===== src/rtl/inst_refill_ctrl_pkg.sv =====
// Shared widths, state encoding and line-base masking for the instruction refill controller.
package inst_refill_ctrl_pkg;

  localparam int unsigned LINE_BITS   = 128;
  localparam int unsigned WORD_BITS   = 32;
  localparam int unsigned OFFSET_BITS = 4;

  // Byte-offset bits cleared to form a line base address.
  localparam logic [OFFSET_BITS-1:0] OFFSET_MASK = 4'hF;

  typedef enum logic [1:0] {
    IDLE    = 2'd0,
    FETCH   = 2'd1,
    DELIVER = 2'd2
  } state_t;

endpackage


===== src/rtl/inst_refill_ctrl.sv =====
// Instruction-cache miss handler: fetches a 16-byte line as four in-order word beats,
// assembles it and hands it to the cache with a one-cycle valid pulse.
module inst_refill_ctrl
  import inst_refill_ctrl_pkg::*;
#(
  parameter int unsigned WORDS_PER_LINE = 4,
  parameter int unsigned ADDR_W         = 32,
  parameter int unsigned MAX_WAIT       = 255
) (
  input  logic                 Clk,
  input  logic                 Rst_n,
  input  logic                 miss_req,
  input  logic [ADDR_W-1:0]    miss_addr,
  input  logic                 abort,
  output logic                 mem_req,
  output logic [ADDR_W-1:0]    mem_addr,
  input  logic                 mem_ready,
  input  logic [WORD_BITS-1:0] mem_rdata,
  output logic [LINE_BITS-1:0] line_data,
  output logic [ADDR_W-1:0]    line_addr,
  output logic                 line_valid,
  output logic                 stall,
  output logic                 err
);

  localparam int unsigned BEAT_W = $clog2(WORDS_PER_LINE);
  localparam int unsigned WAIT_W = $clog2(MAX_WAIT + 1);

  localparam logic [BEAT_W-1:0] LAST_BEAT  = BEAT_W'(WORDS_PER_LINE - 1);
  localparam logic [WAIT_W-1:0] WAIT_LIMIT = WAIT_W'(MAX_WAIT - 1);
  localparam logic [ADDR_W-1:0] BASE_MASK  = ~ADDR_W'(OFFSET_MASK);

  state_t                state_q;
  logic [ADDR_W-1:0]     base_q;
  logic [BEAT_W-1:0]     beat_q;
  logic [WAIT_W-1:0]     wait_q;
  logic [WORD_BITS-1:0]  words_q [WORDS_PER_LINE];
  logic [LINE_BITS-1:0]  line_next_c;
  logic                  handshake_c;

  assign handshake_c = mem_req & mem_ready;

  // Fetch must freeze in the miss cycle itself, before the FSM has reacted.
  assign stall = (state_q != IDLE) | (miss_req & ~abort);

  // Completed line: earlier beats from the assembly registers, last beat straight from memory.
  always_comb begin
    line_next_c = '0;
    for (int k = 0; k < int'(WORDS_PER_LINE); k++) begin
      line_next_c[k*WORD_BITS +: WORD_BITS] = words_q[k];
    end
    line_next_c[int'(LAST_BEAT)*WORD_BITS +: WORD_BITS] = mem_rdata;
  end

  always_ff @(posedge Clk) begin
    if (!Rst_n) begin
      state_q    <= IDLE;
      base_q     <= '0;
      beat_q     <= '0;
      wait_q     <= '0;
      mem_req    <= 1'b0;
      mem_addr   <= '0;
      line_data  <= '0;
      line_addr  <= '0;
      line_valid <= 1'b0;
      err        <= 1'b0;
      for (int k = 0; k < int'(WORDS_PER_LINE); k++) begin
        words_q[k] <= '0;
      end
    end else begin
      line_valid <= 1'b0;
      case (state_q)
        IDLE: begin
          if (miss_req && !abort) begin
            base_q   <= miss_addr & BASE_MASK;
            mem_addr <= miss_addr & BASE_MASK;
            beat_q   <= '0;
            wait_q   <= '0;
            mem_req  <= 1'b1;
            state_q  <= FETCH;
          end
        end

        FETCH: begin
          // Abort wins over a same-cycle handshake; that beat's data is dropped.
          if (abort) begin
            mem_req <= 1'b0;
            state_q <= IDLE;
          end else if (handshake_c) begin
            words_q[beat_q] <= mem_rdata;
            wait_q          <= '0;
            if (beat_q == LAST_BEAT) begin
              mem_req    <= 1'b0;
              line_data  <= line_next_c;
              line_addr  <= base_q;
              line_valid <= 1'b1;
              state_q    <= DELIVER;
            end else begin
              beat_q   <= beat_q + BEAT_W'(1);
              mem_addr <= base_q | ADDR_W'({beat_q + BEAT_W'(1), 2'b00});
            end
          end else if (wait_q == WAIT_LIMIT) begin
            err     <= 1'b1;
            mem_req <= 1'b0;
            state_q <= IDLE;
          end else begin
            wait_q <= wait_q + WAIT_W'(1);
          end
        end

        DELIVER: begin
          state_q <= IDLE;
        end

        default: begin
          state_q <= IDLE;
        end
      endcase
    end
  end

endmodule

===== config.mk =====
export PLATFORM = sky130hd
export DESIGN_NAME = inst_refill_ctrl
export DESIGN_NICKNAME = d
export VERILOG_FILES = /design/src/rtl/inst_refill_ctrl_pkg.sv /design/src/rtl/inst_refill_ctrl.sv
export SDC_FILE = /design/constraint.sdc
export NUM_CORES = 1
export LEC_CHECK = 0
export CORE_MARGIN = 5
export CORE_UTILIZATION = 45
export DETAILED_ROUTE_END_ITERATION = 12
export PLACE_DENSITY_LB_ADDON = 0.25
export SETUP_SLACK_MARGIN = 0.4
export SYNTH_ARGS = -nofsm -noshare
export SYNTH_HDL_FRONTEND = slang
export SYNTH_SLANG_ARGS = --single-unit

===== constraint.sdc =====
create_clock -name Clk -period 2.3 [get_ports Clk]
set_input_delay 0.23 -clock Clk [delete_from_list [all_inputs] [get_ports Clk]]
set_output_delay 0.23 -clock Clk [all_outputs]
set_load 0.02 [all_outputs]

==> results of run 1 <==
==> final cells by class <==
cell class              instances  share of cell area (%)
clock buffers                  51                    6.23
flip-flops and latches        323                    46.1
multi-input cells             848                    25.4
well taps                     335                    2.60
inverters                       5                   0.147
clock inverters                 9                   0.535
repair buffers                292                    19.0
==> per-layer routing <==
layer  share of wire, %  vias to the layer above  GRT usage [%]
met5                  0                        -              0
met4                2.3                        0           5.60
met3                8.6                       51           6.22
met2                 45                      303           30.3
met1                 44                     4545           27.3
li1                   -                     4680              -
==> cell usage after synthesis (2+ instances only) <==
| cell | instances |
|---|---|
| a22o_1 | 2 |
| buf_2 | 16 |
| nor3_1 | 3 |
| nor3b_2 | 3 |
| edfxtp_1 | 96 |
| buf_1 | 4 |
| ha_1 | 3 |
| o21ai_0 | 7 |
| nand2_1 | 430 |
| nand4_1 | 3 |
| nor4_1 | 3 |
| and3_1 | 2 |
| inv_1 | 5 |
| a21oi_1 | 190 |
| dfxtp_1 | 227 |
| nand2b_1 | 4 |
| nand3_1 | 8 |
| or4_1 | 2 |
| and2_1 | 97 |
| clkbuf_1 | 65 |
| nor2_1 | 39 |
| buf_4 | 9 |
| a311oi_1 | 28 |
==> where the power goes <==
group,total (mW),switching [mW],internal [mW],leakage (nW)
Clock,5.29,2.15,3.14,0.538
Sequential,6.03,0.0574,5.97,2.83
Combinational,0.674,0.386,0.288,2.23
==> kinds of logic (layout without fill, tap and decap cells) <==
kind of cell	count (synthesis)	in the layout	synth area share, %
buffers and inverters	99	357	3.59
other	1	6	0.0316
XOR/XNOR	1	1	0.0739
AO/OA/AOI/OAI	236	236	11.3
adder cells (fa/ha/maj)	3	3	0.317
flip-flops	323	323	62.6
multiplexers	1	1	0.0844
AND/OR/NAND/NOR	601	601	22.0
==> sequential cells by signal, summed over array words and instances, names as in the netlist <==
name / count
base_q: 28
beat_q: 1
err: 1
line_addr: 28
line_data: 128
line_valid: 1
mem_addr: 29
mem_req: 1
state_q: 2
wait_q: 8
words_q: 96
==> repair_timing <==
action,CTS,global route
hold endpoints to repair,0,0
resized for setup,4,6
cloned,0,2
buffers inserted,1,6
setup endpoints to repair,98,331
pin swaps,0,2
==> worst max path at each step <==
| stage | from | to | slack (ns) | cells past startpoint |
|---|---|---|---|---|
| 2_1_floorplan | mem_req$_SDFFE_PN0P_ | words_q[1][0]$_SDFFCE_PN0P_ | 0.47 | 5 |
| 3_3_place_gp | abort | words_q[1][15]$_SDFFCE_PN0P_ | 0.04 | 6 |
| 3_5_place_dp | abort | mem_addr[9]$_SDFFE_PN0P_ | 0.03 | 7 |
| 4_1_cts | state_q[0]$_SDFFE_PN0P_ | words_q[2][24]$_SDFFCE_PN0P_ | 0.42 | 5 |
| 5_1_grt | state_q[1]$_SDFFE_PN0P_ | mem_addr[30]$_SDFFE_PN0P_ | 0.39 | 6 |
| 6_report | state_q[1]$_SDFFE_PN0P_ | mem_addr[9]$_SDFFE_PN0P_ | 0.48 | 6 |
==> metrics by stage <==
step / hold WS [ns] / util, % / cell area [µm²] / setup WS (ns)
after floorplan: 0.366 / - / 11900 / 0.467
after global placement: 0.441 / 57.4 / 14900 / 0.0436
after detailed placement: 0.446 / 57.4 / 14900 / 0.0312
after CTS: 0.293 / 61.6 / 16000 / 0.418
after global routing: 0.326 / 62.1 / 16100 / 0.387
final: 0.314 / 62.1 / 16100 / 0.482
==> critical path: stages (launching register included) <==
cell and delay [ns]:
dfxtp_2 0.37, or3b_4 0.43, o31ai_4 0.28, buf_4 0.18, clkbuf_16 0.17, nor2_1 0.05
a311oi_1 0.23
==> cells in the final DEF (no fill, tap or decap), types with 4 or more instances in the layout <==
cell type and count:
buf_4 20, a311oi_1 28, clkbuf_16 36, nand2_1 430, clkdlybuf4s50_1 251, inv_1 4
o21ai_0 7, a21oi_1 190, and2_1 97, edfxtp_1 96, nor2_1 39, clkbuf_8 9
clkbuf_1 8, nand3_1 6, conb_1 6, dfxtp_1 224, buf_12 16
==> impl_metrics.csv, run 1 <==
group,metric,value,unit
worst_setup_path,crit_fanout,14,
layout,antenna_cells,0,
floorplanning,die-area,29700,µm²
worst_setup_path,path_class,"flip-flop to flip-flop",
placed_design,io_buffers,254,
flow_run,maxCapViolations,0,
yosys,syn-cell-area,11900,µm²
clocking,cts_htree_levels,2,
worst_setup_path,cp-start-kind,"flip-flop",
route,via_per_inst,5.14,
floorplanning,fp-row-count,59,
yosys,synthCells,1265,
placed_design,place_inst,1794,
global_routing,grt_max_degree,131,
worst_setup_path,end_kind,"flip-flop",
timing,worst_slew_pin_slew,0.653,ns
status,status,"complete, no violations",
layout,fin_cells,1863,
route,drcViolationCount,0,
clocking,cts_buffers,34,
clocking,cts_buffer_depth,3,
layout,seqCellArea,7430,µm²
global_routing,track_usage,19.8,%
clocking,root_buffer,"clkbuf_16",
timing,setup_viol,0,
route,vias,9579,
clocking,clk_pin_slew_worst_paths,0.06,ns
route,firstDrtPassIters,5,
worst_setup_path,arrival,2.22,ns
yosys,synth_area_per_cell,9.37,µm²
worst_setup_path,r2r_cells,6,
worst_hold_path,hold_path.class,"input port to flip-flop",
floorplanning,coreArea,26000,µm²
timing,period_needed,1.82,ns
global_routing,antenna_found_initial,0,
yosys,synth_seq_area_share,62.6,%
floorplanning,initial_core_util,45.6,%
timing,rsz0062_at_grt,"yes",
yosys,ys_ff_latch,323,
clocking,insertion_delay,0.51,ns
timing,tns,0,ns
yosys,synth_top_area_share,38.3,%
yosys,yosys_warnings,0,
clocking,postCtsHoldBufs,0,
yosys,synth_flop_cell,"dfxtp_1",
layout,fin_nets,1576,
route,ant_nets,0,
pwr,total_power,12.0,mW
global_routing,first_global_vias,8856,
floorplanning,io_pins,265,
yosys,synthDistinctLibCells,42,
timing,slew_viol_final,0,
route,drtIter0Drc,682,
worst_setup_path,r2r_start,"state_q[1]$_SDFFE_PN0P_",
pwr,p_leak,5.60,nW
worst_setup_path,regToRegEndpoint,"mem_addr[9]$_SDFFE_PN0P_",
clocking,cts_tree,"yes",
layout,drive_above_1_share,7.13,%
worst_hold_path,hold_start,"miss_addr[4]",
layout,multi_input_area,4110,µm²
worst_setup_path,crit_required,2.70,ns
placed_design,dp_hpwl,20000,µm
route,finalWirelength,31200,µm
layout,area_growth,36.0,%
worst_setup_path,rrSetupSlack,0.48,ns
global_routing,grt-ovfl-total,0,
placed_design,place.gp.congestion,0.782,
floorplanning,dieHeight,172,µm
timing,clock_skew,0.0115,ns
yosys,synth-edff-count,96,
timing,max_freq,550,MHz
yosys,async_reset_ff_share,0,%
timing,finalCritPeriodShare,79.1,%
timing,hold_violations,0,
layout,fillCellCount,2132,
worst_hold_path,hold_path_end,"base_q[4]$_SDFFE_PN0P_",
global_routing,grt_pass1_wl,47600,µm
yosys,yosys.area.top_type,"dfxtp_1",
pwr,vdd_drop_max,0.585,mV
timing,relSlewSlack,56.4,%
yosys,synth_area_leaders,"dfxtp_1, edfxtp_1, nand2_1",
floorplanning,dieWidth,172,µm
route,wl_per_cell,16.8,µm
worst_hold_path,whs_path_depth,3,
clocking,clock_sink_count,323,
pwr,power_density,744,nW/µm²
No activity file was read; power rests on OpenSTA's default activity.
==> run 2, diff against run 1 <==
--- a/config.mk
+++ b/config.mk
@@ -6,7 +6,7 @@
 export NUM_CORES = 1
 export LEC_CHECK = 0
 export CORE_MARGIN = 5
-export CORE_UTILIZATION = 45
+export CORE_UTILIZATION = 50
 export DETAILED_ROUTE_END_ITERATION = 12
 export PLACE_DENSITY_LB_ADDON = 0.25
 export SETUP_SLACK_MARGIN = 0.4
==> constraint.sdc (replaced) <==
create_clock -name Clk -period 1.9 [get_ports Clk]
set_input_delay 0.19 -clock Clk [delete_from_list [all_inputs] [get_ports Clk]]
set_output_delay 0.19 -clock Clk [all_outputs]
set_load 0.02 [all_outputs]
==> run 2 against run 1 <==
Net effect:
- clock skew is 0.0032 ns higher
- setup slack worse by 0.34 ns
- register-to-register slack worse by 0.34 ns
- critical path depth stayed put
- sequential power is 21% higher
- non-clock buffer count is 46 higher
- maximum frequency is 3.2% higher
- largest cell class unchanged
==> impl_metrics.csv, run 2 (synthesis results as in run 1) <==
group,metric,value,unit
status,status,"complete, no violations",
global_routing,grt_pass1_wl,49200,µm
clocking,postCtsHoldBufs,0,
timing,hold_violations,0,
worst_setup_path,end_kind,"flip-flop",
placed_design,place.gp.congestion,0.829,
floorplanning,io_pins,265,
clocking,cts_buffer_depth,3,
worst_setup_path,path_cells,"or4b_4, o31ai_4, buf_6, buf_12, mux2i_2, nor2_1",
timing,setup_slack,0.137,ns
floorplanning,fp-row-count,56,
layout,area_growth,43.6,%
placed_design,io_buffers,254,
layout,largest_reg_flops,128,
timing,period_needed,1.76,ns
worst_setup_path,crit_buf_inv,2,
global_routing,track_usage,22.9,%
route,vias,9950,
worst_setup_path,crit_fanout,6,
worst_setup_path,path_class,"flip-flop to flip-flop",
pwr,vdd_drop_max,0.794,mV
worst_setup_path,r2r_cells,6,
floorplanning,dieWidth,164,µm
layout,final_util,72.7,%
timing,holdWs,0.265,ns
pwr,power_density,860,nW/µm²
worst_setup_path,cp-start-kind,"flip-flop",
worst_setup_path,path_delay_family,"simple AND/OR/NAND/NOR gates",
global_routing,antenna_found_initial,1,
worst_hold_path,whs_path_depth,3,
timing,relSlewSlack,65.4,%
layout,reg_top3,"line_data x128, words_q x96, mem_addr x29",
timing,slew_viol_final,0,
timing,max_freq,567,MHz
layout,layout_common_cells,"nand2_1, dfxtp_1, clkdlybuf4s50_1, a21oi_1, edfxtp_1",
timing,clock_skew,0.0148,ns
clocking,clock_sink_count,323,
clocking,clk_pin_slew_worst_paths,0.06,ns
worst_setup_path,rrSetupSlack,0.14,ns
timing,worst_slew_pin_slew,0.519,ns
worst_setup_path,regToRegEndpoint,"beat_q[0]$_SDFFE_PN0P_",
clocking,cts_tree,"yes",
floorplanning,initial_core_util,50.7,%
layout,final_common_cell,"nand2_1",
worst_setup_path,arrival,2.15,ns
layout,top_register,"line_data",
floorplanning,coreArea,23400,µm²
layout,drive_above_1_share,12.7,%
route,via_per_inst,5.25,
placed_design,dp_hpwl,20300,µm
route,firstDrtPassIters,5,
global_routing,first_global_vias,9372,
clocking,insertion_delay,0.51,ns
timing,rsz0062_at_grt,"yes",
route,ant_nets,0,
placed_design,place_inst,1797,
worst_setup_path,crit_slowest_cell,"or4b_4",
flow_run,maxCapViolations,0,
route,drcViolationCount,0,
pwr,p_leak,6.40,nW
global_routing,grt_max_degree,96,
worst_hold_path,hold_path_end,"base_q[25]$_SDFFE_PN0P_",
global_routing,grt-ovfl-total,0,
worst_hold_path,hold_path.class,"input port to flip-flop",
route,wl_per_cell,17.8,µm
route,finalWirelength,33700,µm
worst_hold_path,hold_start,"miss_addr[25]",
placed_design,dp_slack,-0.233,ns
floorplanning,die-area,26900,µm²
worst_setup_path,slowest_delay,0.57,ns
timing,finalCritPeriodShare,92.8,%
route,drtIter0Drc,765,
clocking,cts_buffers,34,
worst_setup_path,r2r_start,"state_q[1]$_SDFFE_PN0P_",
timing,setup_viol,0,
clocking,cts_htree_levels,2,
layout,fin_cells,1895,
floorplanning,dieHeight,164,µm
clocking,root_buffer,"clkbuf_16",
worst_setup_path,crit_required,2.29,ns
layout,fin_nets,1622,
-- run 2: cell types whose count changed in the layout (fill, tap and decap cells not counted), sizes merged, moves of 2 or more --
| cell | before | now |
|---|---|---|
| clkinv | 6 | 12 |
| clkdlybuf4s15 | 0 | 2 |
| buf | 36 | 76 |
| dlymetal6s2s | 0 | 20 |
| dlygate4sd2 | 3 | 14 |
| clkdlybuf4s50 | 251 | 217 |
-- run 2: report_power, final --
part           internal (mW)  switching, mW  total (mW)
Sequential              7.22         0.0765        7.30
Combinational          0.419          0.507       0.927
Clock                   3.78           2.64        6.42
Total                   11.4           3.22        14.6
-- run 2: worst max-delay path by stage --
stage	from	endpoint	slack (ns)	cells after the start
final	state_q[1]$_SDFFE_PN0P_	beat_q[0]$_SDFFE_PN0P_	0.14	6
after global routing	state_q[1]$_SDFFE_PN0P_	mem_addr[7]$_SDFFE_PN0P_	0.09	6
after CTS	state_q[0]$_SDFFE_PN0P_	words_q[1][18]$_SDFFCE_PN0P_	0.20	5
after detailed placement	abort	mem_addr[16]$_SDFFE_PN0P_	-0.23	6
after global placement	abort	beat_q[0]$_SDFFE_PN0P_	-0.20	6
after floorplan	mem_req$_SDFFE_PN0P_	words_q[1][0]$_SDFFCE_PN0P_	0.20	5
-- run 2: worst register-to-register path: stages (launching register included) --
cell and delay, ns:
dfxtp_4 0.37, or4b_4 0.57, o31ai_4 0.08, buf_6 0.20
buf_12 0.15, mux2i_2 0.22, nor2_1 0.06
-- run 2: cell type report --
class | count | area (µm²)
Tap cell | 319 | 399
Fill cell | 1727 | 6380
Sequential cell | 323 | 7450
Timing Repair Buffer | 338 | 3780
Inverter | 5 | 23.8
Antenna cell | 1 | 2.50
Clock buffer | 45 | 943
Multi-Input combinational cell | 848 | 4290
Clock inverter | 16 | 136
-- run 2: what timing repair did --
| action | in CTS | in global routing |
|---|---|---|
| pin swaps | 2 | 9 |
| hold endpoints to repair | 0 | 0 |
| setup endpoints to repair | 589 | 590 |
| gates resized for setup | 36 | 80 |
| buffers inserted | 10 | 13 |
| gates cloned | 3 | 10 |
-- run 2: routing by layer --
layer	wire [µm]	global-route usage [%]	vias up
li1	-	-	4774
met3	2730	6.60	78
met2	15800	36.5	386
met1	14000	29.4	4712
met5	0	0	-
met4	1150	9.42	0
-- run 2: metrics by stage --
| stage | area (µm²) | total power, mW | TNS (ns) |
|---|---|---|---|
| 4_1_cts | 16400 | 14.7 | 0 |
| 2_1_floorplan | 12000 | 7.82 | 0 |
| 3_5_place_dp | 15100 | 8.26 | -40.51 |
| 3_3_place_gp | 15100 | 8.25 | -25.89 |
| 6_report | 17000 | 14.6 | 0 |
| 5_1_grt | 17000 | 15.1 | 0 |
==> run 3, diff against run 2 <==
--- a/config.mk
+++ b/config.mk
@@ -10,6 +10,7 @@
 export DETAILED_ROUTE_END_ITERATION = 12
 export PLACE_DENSITY_LB_ADDON = 0.25
 export SETUP_SLACK_MARGIN = 0.4
+export SLEW_MARGIN = 10
 export SYNTH_ARGS = -nofsm -noshare
 export SYNTH_HDL_FRONTEND = slang
 export SYNTH_SLANG_ARGS = --single-unit
==> results of run 3 <==
The final DEF is identical to that of run 2; final timing and power are the same.
